## src/rtl/add_share_arbiter.sv

```systemverilog
// Round-robin arbiter that shares one WIDTH-bit adder between N_REQ requesters,
// with requester locking so multi-word adds can chain their carry word to word.
module add_share_arbiter #(
  parameter int unsigned N_REQ = 4,
  parameter int unsigned WIDTH = 16,
  parameter int unsigned IDW   = 2
) (
  input  logic                   clk,
  input  logic                   reset,
  input  logic [N_REQ-1:0]       req_valid,
  output logic [N_REQ-1:0]       req_ready,
  input  logic [N_REQ*WIDTH-1:0] req_a,
  input  logic [N_REQ*WIDTH-1:0] req_b,
  input  logic [N_REQ-1:0]       req_cin,
  input  logic [N_REQ-1:0]       req_chain,
  input  logic [N_REQ-1:0]       req_last,
  output logic [WIDTH-1:0]       add_a,
  output logic [WIDTH-1:0]       add_b,
  output logic                   add_cin,
  input  logic [WIDTH-1:0]       add_sum,
  input  logic                   add_cout,
  output logic                   resp_valid,
  input  logic                   resp_ready,
  output logic [IDW-1:0]         resp_id,
  output logic [WIDTH-1:0]       resp_sum,
  output logic                   resp_cout,
  output logic                   resp_ovf,
  output logic                   resp_last
);

  typedef enum logic {IDLE, LOCKED} state_t;

  state_t           state_q;
  logic [IDW-1:0]   lock_id_q;
  logic [IDW-1:0]   rr_ptr_q;
  logic             carry_q;
  logic             resp_valid_q;
  logic [IDW-1:0]   resp_id_q;
  logic [WIDTH-1:0] resp_sum_q;
  logic             resp_cout_q;
  logic             resp_ovf_q;
  logic             resp_last_q;

  logic             slot_free;
  logic             found;
  logic [IDW-1:0]   winner;
  logic [IDW-1:0]   grant_id;
  logic             grant;
  logic [WIDTH-1:0] op_a;
  logic [WIDTH-1:0] op_b;
  logic [IDW-1:0]   rr_ptr_d;
  logic             ovf_d;

  // Round-robin search: descending loop so the closest requester at/after rr_ptr wins.
  always_comb begin
    found  = 1'b0;
    winner = '0;
    for (int k = int'(N_REQ) - 1; k >= 0; k--) begin
      int idx;
      idx = int'(rr_ptr_q) + k;
      if (idx >= int'(N_REQ)) idx = idx - int'(N_REQ);
      if (req_valid[idx]) begin
        found  = 1'b1;
        winner = IDW'(idx);
      end
    end
  end

  // Grant decision, adder drive and next-pointer computation.
  always_comb begin
    slot_free = !resp_valid_q || resp_ready;
    grant_id  = (state_q == LOCKED) ? lock_id_q : winner;
    grant     = !reset && slot_free &&
                ((state_q == LOCKED) ? req_valid[lock_id_q] : found);
    op_a      = req_a[32'(grant_id)*WIDTH +: WIDTH];
    op_b      = req_b[32'(grant_id)*WIDTH +: WIDTH];
    req_ready = grant ? (N_REQ'(1) << grant_id) : '0;
    add_a     = grant ? op_a : '0;
    add_b     = grant ? op_b : '0;
    add_cin   = 1'b0;
    if (grant) begin
      // Stored carry is only meaningful inside a locked transaction.
      add_cin = ((state_q == LOCKED) && req_chain[grant_id]) ? carry_q : req_cin[grant_id];
    end
    rr_ptr_d  = (32'(grant_id) == N_REQ - 1) ? '0 : grant_id + IDW'(1);
    ovf_d     = (op_a[WIDTH-1] == op_b[WIDTH-1]) && (add_sum[WIDTH-1] != op_a[WIDTH-1]);
  end

  // State, lock, pointer, carry and response register.
  always_ff @(posedge clk) begin
    if (reset) begin
      state_q      <= IDLE;
      lock_id_q    <= '0;
      rr_ptr_q     <= '0;
      carry_q      <= 1'b0;
      resp_valid_q <= 1'b0;
      resp_id_q    <= '0;
      resp_sum_q   <= '0;
      resp_cout_q  <= 1'b0;
      resp_ovf_q   <= 1'b0;
      resp_last_q  <= 1'b0;
    end else if (grant) begin
      resp_valid_q <= 1'b1;
      resp_id_q    <= grant_id;
      resp_sum_q   <= add_sum;
      resp_cout_q  <= add_cout;
      resp_ovf_q   <= ovf_d;
      resp_last_q  <= req_last[grant_id];
      carry_q      <= add_cout;
      if (state_q == IDLE) begin
        rr_ptr_q <= rr_ptr_d;
        if (!req_last[grant_id]) begin
          lock_id_q <= grant_id;
          state_q   <= LOCKED;
        end
      end else if (req_last[grant_id]) begin
        state_q <= IDLE;
      end
    end else if (resp_ready) begin
      resp_valid_q <= 1'b0;
    end
  end

  assign resp_valid = resp_valid_q;
  assign resp_id    = resp_id_q;
  assign resp_sum   = resp_sum_q;
  assign resp_cout  = resp_cout_q;
  assign resp_ovf   = resp_ovf_q;
  assign resp_last  = resp_last_q;

endmodule

```

## config.mk

```make
export PLATFORM = sky130hd
export DESIGN_NAME = add_share_arbiter
export DESIGN_NICKNAME = d
export VERILOG_FILES = /design/src/rtl/add_share_arbiter.sv
export SDC_FILE = /design/constraint.sdc
export NUM_CORES = 1
export LEC_CHECK = 0
export BUFFER_PORTS_ARGS = -buffer_cell sky130_fd_sc_hd__buf_4
export CORE_AREA = 2 2 86 88
export CTS_CLUSTER_SIZE = 8
export DETAILED_ROUTE_END_ITERATION = 10
export DIE_AREA = 0 0 88 90
export GPL_TIMING_DRIVEN = 0
export PLACE_DENSITY_LB_ADDON = 0.08
export SETUP_SLACK_MARGIN = 0.1
export SKIP_CTS_REPAIR_TIMING = 1
export SLEW_MARGIN = 20
export SYNTH_ARGS = -nofsm -noshare
export SYNTH_HDL_FRONTEND = slang
export SYNTH_SLANG_ARGS = --single-unit
```

## constraint.sdc

```tcl
create_clock -name clk -period 4.4 [get_ports clk]
set_clock_uncertainty 0.2 [all_clocks]
set_input_delay 0.22 -clock clk [delete_from_list [all_inputs] [get_ports clk]]
set_output_delay 0.22 -clock clk [all_outputs]
set_load 0.005 [all_outputs]
```

* Yosys cells after proc, flatten, opt, wreduce, memory -nomap -nowiden
Cells that the tools add are included.
** Cells by class
- Shift operators :: 3
- $add $sub $neg :: 8
- Bitwise gates (word level) :: 2
- Multiplexer cells :: 43
- Equality and inequality tests :: 3
- Reductions and logical operators :: 10
- $lt $le $gt $ge :: 10
** Operators with widths (count)
- $lt 32x4->1 const B :: 4
- $mux 32 :: 4
- $shiftx 64x7->16 :: 2
- $mux 16 :: 2
- $mux 1 :: 22
- $bmux 1 s2 :: 8
- $mux 2 :: 6
- $sub 3x3->4 const B :: 3
- $ge 3x3->1 const B :: 3
- $add 2x2->3 const B :: 2
- $lt 2x3->1 const B :: 2
- $logic_and 1x1->1 :: 4
- $mux 4 :: 1
- $shl 1x2->4 const A :: 1
- $sub 2x3->4 const B :: 1
- $add 2x1->3 const B :: 1
- $ge 2x3->1 const B :: 1
- $reduce_and 3->1 :: 1
- $add 2x1->2 const B :: 1
- $eq 2x2->1 const B :: 1
- $logic_not 1->1 :: 2
- $not 1->1 :: 2
- $reduce_and 2->1 :: 1
- $reduce_bool 2->1 :: 1
- other kinds (3) :: 3
** Word-level totals
- Bits of input ports :: 164
- Logic and storage cells :: 88
- Register bits :: 27

* Longest topological paths before layout
- Depth in word-level cells :: 16
- Mapped depth :: 8

* Least setup slack after synthesis
No wires, ideal clock.
- Kind :: reg-to-output
- From :: register rr_ptr_q[1]
- To :: output port add_b[10]
- Path buffers :: 1
- Arrival :: 2039 ps
- Slack :: 1941 ps
- Cell stages (with the launch flop) :: 8
- Required time :: 3980 ps
- Cell sequence :: dfxtp_1 -> nand3_1 -> and3_1 -> o311ai_1 -> inv_2 -> buf_1 -> mux4_2 -> and2_1
** On the way
- Word-level cells in the longest chain between the ends :: 13
- Elaborated cells between the ends (all ways) :: 40
- Those cells by class :: 7 x add/sub; 4 x order compare; 1 x shift; 27 x mux; 1 x reduce/logical
** Ends and longest elaborated chain
- from (decl) :: line 35 : logic [IDW-1:0] rr_ptr_q;
- from (signal assigned) :: line 111 : rr_ptr_q <= rr_ptr_d;
- $add 2x2->3 :: line 60 : idx = int'(rr_ptr_q) + k;
- $sub 3x3->4 / $ge 3x3->1 (equally long branches) :: line 61 : if (idx >= int'(N_REQ)) idx = idx - int'(N_REQ);
- $mux 32 :: line 61
- $bmux 1 s2 :: line 62 : if (req_valid[idx]) begin
- $mux 1 (implied by the code) (2 in a row) :: line 62
- $mux 2 (3 in a row) :: line 62
- $mux 2 (*) :: line 62
- $mux 2 (*) :: line 72 : grant_id = (state_q == LOCKED) ? lock_id_q : winner;
- net grant_id[1] :: line 47 : logic [IDW-1:0] grant_id;
- $shiftx 64x7->16 (*) :: line 76 : op_b = req_b[32'(grant_id)*WIDTH +: WIDTH];
- $mux 16 (*) :: line 79 : add_b = grant ? op_b : '0;
- to (decl) :: line 18 : output logic [WIDTH-1:0] add_b,
The timed path passes the listed nets; every way through them passes the cells marked *. The select of a mux whose other input is x is not followed.

* Final worst setup path
- From :: register rr_ptr_q[1]
- To :: output port add_a[5]
** On the way
- Word-level cells in the longest chain between the ends :: 13
- Elaborated cells between the ends (all ways) :: 40
- Those cells by class :: 7 x add/sub; 4 x order compare; 1 x shift; 27 x mux; 1 x reduce/logical
** Ends and longest elaborated chain
- $add 2x2->3 :: line 60
- $sub 3x3->4 / $ge 3x3->1 (equally long branches) :: line 61
- $mux 32 :: line 61
- $bmux 1 s2 :: line 62
- $mux 1 (implied by the code) (2 in a row) :: line 62
- $mux 2 / $mux 1 (equally long branches) (4 in a row) :: line 62
- $mux 2 / $mux 1 (equally long branches) :: line 72, 74
- $shiftx 64x7->16 / $logic_and 1x1->1 (equally long branches) :: line 75, 73
- $mux 16 (*) :: line 78 : add_a = grant ? op_a : '0;
- to (decl) :: line 17 : output logic [WIDTH-1:0] add_a,
Every way passes the cells marked *; elsewhere a longest branch is shown, timed or not. The select of a mux whose other input is x is not followed.

==> impl_metrics.json <==
{
  "setup_viol": 0,
  "ios": 223,
  "worst_setup_hold_path_clk_slew_ps": 90,
  "routed_wl_mm": 9.75,
  "grt_pass1_vias": 2909,
  "num_vias": 2871,
  "clock_path_buffers": 2,
  "post-place-ws_ps": 1260,
  "yosys.area_share.xor_xnor_pct": 0,
  "outcome": "finished, violations left",
  "die_w_um": 88,
  "tns_ps": 0,
  "post-place-cells": 568,
  "synth_cells": 248,
  "power_mw": 1.30,
  "timing.final.crit_period_ps": 3430,
  "synthSimpleGateAreaFrac_pct": 25.2,
  "postSynthNetCount": 416,
  "grt-ovfl-total": 0,
  "crit_fanout": 10,
  "antennaDiodeCount": 0,
  "viasPerCell": 4.94,
  "final_max_slew_viol_count": 0,
  "synthFlopType": "dfxtp_1",
  "hold_viol": 6,
  "synthesis.area_sq_um": 2370,
  "cpMaxStageDelayCell": "o311ai_1",
  "yosysSeqAreaShare_pct": 22.8,
  "final_nets": 651,
  "fin_util_pct": 61.1,
  "cp_slowest_stage_delay_ps": 700,
  "place_area_sq_um": 4150,
  "yosysUniqueCellTypes": 36,
  "clock-root-buffer": "clkbuf_8",
  "max_freq_mhz": 291,
  "busiest_layer": "met2",
  "htreeDepth": 1,
  "grt_pass1_wl_mm": 14.9,
  "cp-end-kind": "primary output",
  "wire_per_inst_um": 16.8,
  "first_pass_iters": 4,
  "initial_core_util_pct": 33.7,
  "critPathArrivalTime_ps": 3010,
  "clkSinkCount": 27,
  "synth_top_area_cell": "mux4_2",
  "die-area_sq_um": 7920,
  "antenna_found_initial": 0,
  "portBuffers": 221,
  "final.fill_count": 649,
  "area_delta_synth_final_pct": 81.2,
  "worstSetupPathType": "reg2out",
  "drt-initial-drc-count": 61,
  "final_layout_size_suffix_gt1_share_pct": 56.8,
  "worstHoldPathType": "in2reg",
  "rsz0062_at_grt": "false",
  "ir_drop_uv": 188,
  "postRouteAntennaNets": 0,
  "dieHeight_um": 90,
  "synthAdderAreaFrac_pct": 2.12,
  "dp_hpwl_mm": 8.16,
  "slew_headroom_pct": 38.1,
  "synth_warnings": 0,
  "stdcell_count": 581,
  "use_met3_pct": 4.87,
  "cap_viol_max_count": 0,
  "tightestPinTransition_ps": 921,
  "cts_tree": "built",
  "fp.coreArea_sq_um": 7020,
  "fin_area_sq_um": 4290,
  "avgSynthCellArea_sq_um": 9.54,
  "violations": "negative hold slack",
  "drc": 0,
  "grt_usage_pct": 24.0,
  "grt_max_degree": 17,
  "required_ps": 3980,
  "rows": 31,
  "met1_usage_pct": 28.3,
  "synth_edf_count": 0,
  "min_period_over_period_pct": 78.0,
  "hold-worst-slack_ps": -16.5,
  "leakage_nw": 2.02,
  "path_cells": "nand3_1, and3_1, o311ai_1, inv_2, buf_1, mux4_2, and2_1, buf_4",
  "synth_top_cell_area_share_pct": 33.3,
  "synth-compound-area-share_pct": 9.15,
  "synth.area.top_cells": "mux4_2, dfxtp_1, and2_1",
  "worstSkewPairLatency_ps": 270,
  "cts_buffers": 3,
  "ys_seq_elements": 27,
  "synth_top_family_by_area": "multiplexers",
  "yosys-mux-area-fraction_pct": 34.6,
  "fin_ws_ps": 966,
  "critPathLaunchType": "register",
  "p_per_area_nw_per_um2": 303,
  "synthArstFlopShare_pct": 0,
  "gp_congestion": 0.823,
  "gr-usage-met2_pct": 42.9
}
-- worst paths after layout --
kind,startpoint,to,slack (ps),cells after the start
worst max-delay path,rr_ptr_q[1],add_a[5],970,8
worst min-delay path,add_sum[11],resp_sum[11],-20,3
worst max register to register,state_q,resp_cout,1480,7
worst min register to register,resp_last,resp_last,260,2
-- layer usage --
metal	up-vias	part of all wire [%]
met2	127	52
li1	1366	-
met1	1362	37
met5	-	0
met4	0	2.4
met3	16	8.5
-- synthesized netlist by cell type (4+ instances only) --
cell	number
and2_1	34
buf_6	4
nor2_1	10
nand2_1	45
nor2b_1	6
dfxtp_1	27
o21ai_0	4
ha_1	4
mux4_2	35
clkbuf_1	12
inv_1	7
a21oi_1	20
a211oi_1	4
-- cell type report --
type | instances | area (sq um) | area share, %
clock inverter | 1 | 7.51 | 0.175
timing repair buffer | 230 | 1750 | 40.8
inverter | 10 | 37.5 | 0.875
buffer | 20 | 106 | 2.48
sequential | 27 | 541 | 12.6
multi-input combinational | 191 | 1680 | 39.2
clock buffer | 3 | 41.3 | 0.963
tap | 99 | 124 | 2.89
-- cell usage in the layout (no fill, tap or decap), types with 6 or more instances in the layout --
cell / n
nor2_1: 10
dlygate4sd3_1: 9
clkbuf_1: 12
nand2_1: 45
nor2b_1: 6
mux4_2: 35
and2_1: 34
buf_4: 221
dfxtp_1: 27
inv_1: 7
a21oi_1: 20
-- critical path: cells and delay by family, from the launching register on --
family                 cells  cell delay, ps
AOI/OAI and AO/OA          1             700
and+or+nand+nor            3             480
muxes                      1             350
buffers and inverters      3             760
DFF                        1             450
-- state kept, by name, indices dropped and copies added, names as in the netlist --
register    count
rr_ptr_q        2
resp_id         2
resp_valid      1
resp_ovf        1
resp_last       1
resp_sum       16
lock_id_q       2
resp_cout       1
state_q         1
-- cell families (layout without fill, tap and decap cells) --
kind of cell               after synthesis  in the layout
AOI/OAI and AO/OA                       36             36
and+or+nand+nor                        113            113
muxes                                   38             38
buffers and inverters                   30            264
adders and majority gates                4              4
DFF                                     27             27
-- report_power, final --
group	total [mW]	internal (mW)	switching (mW)
logic	0.857	0.511	0.346
clock network	0.143	0.0643	0.0789
registers	0.300	0.277	0.0231
total	1.30	0.852	0.448
No activity file was read; power rests on OpenSTA's default activity.
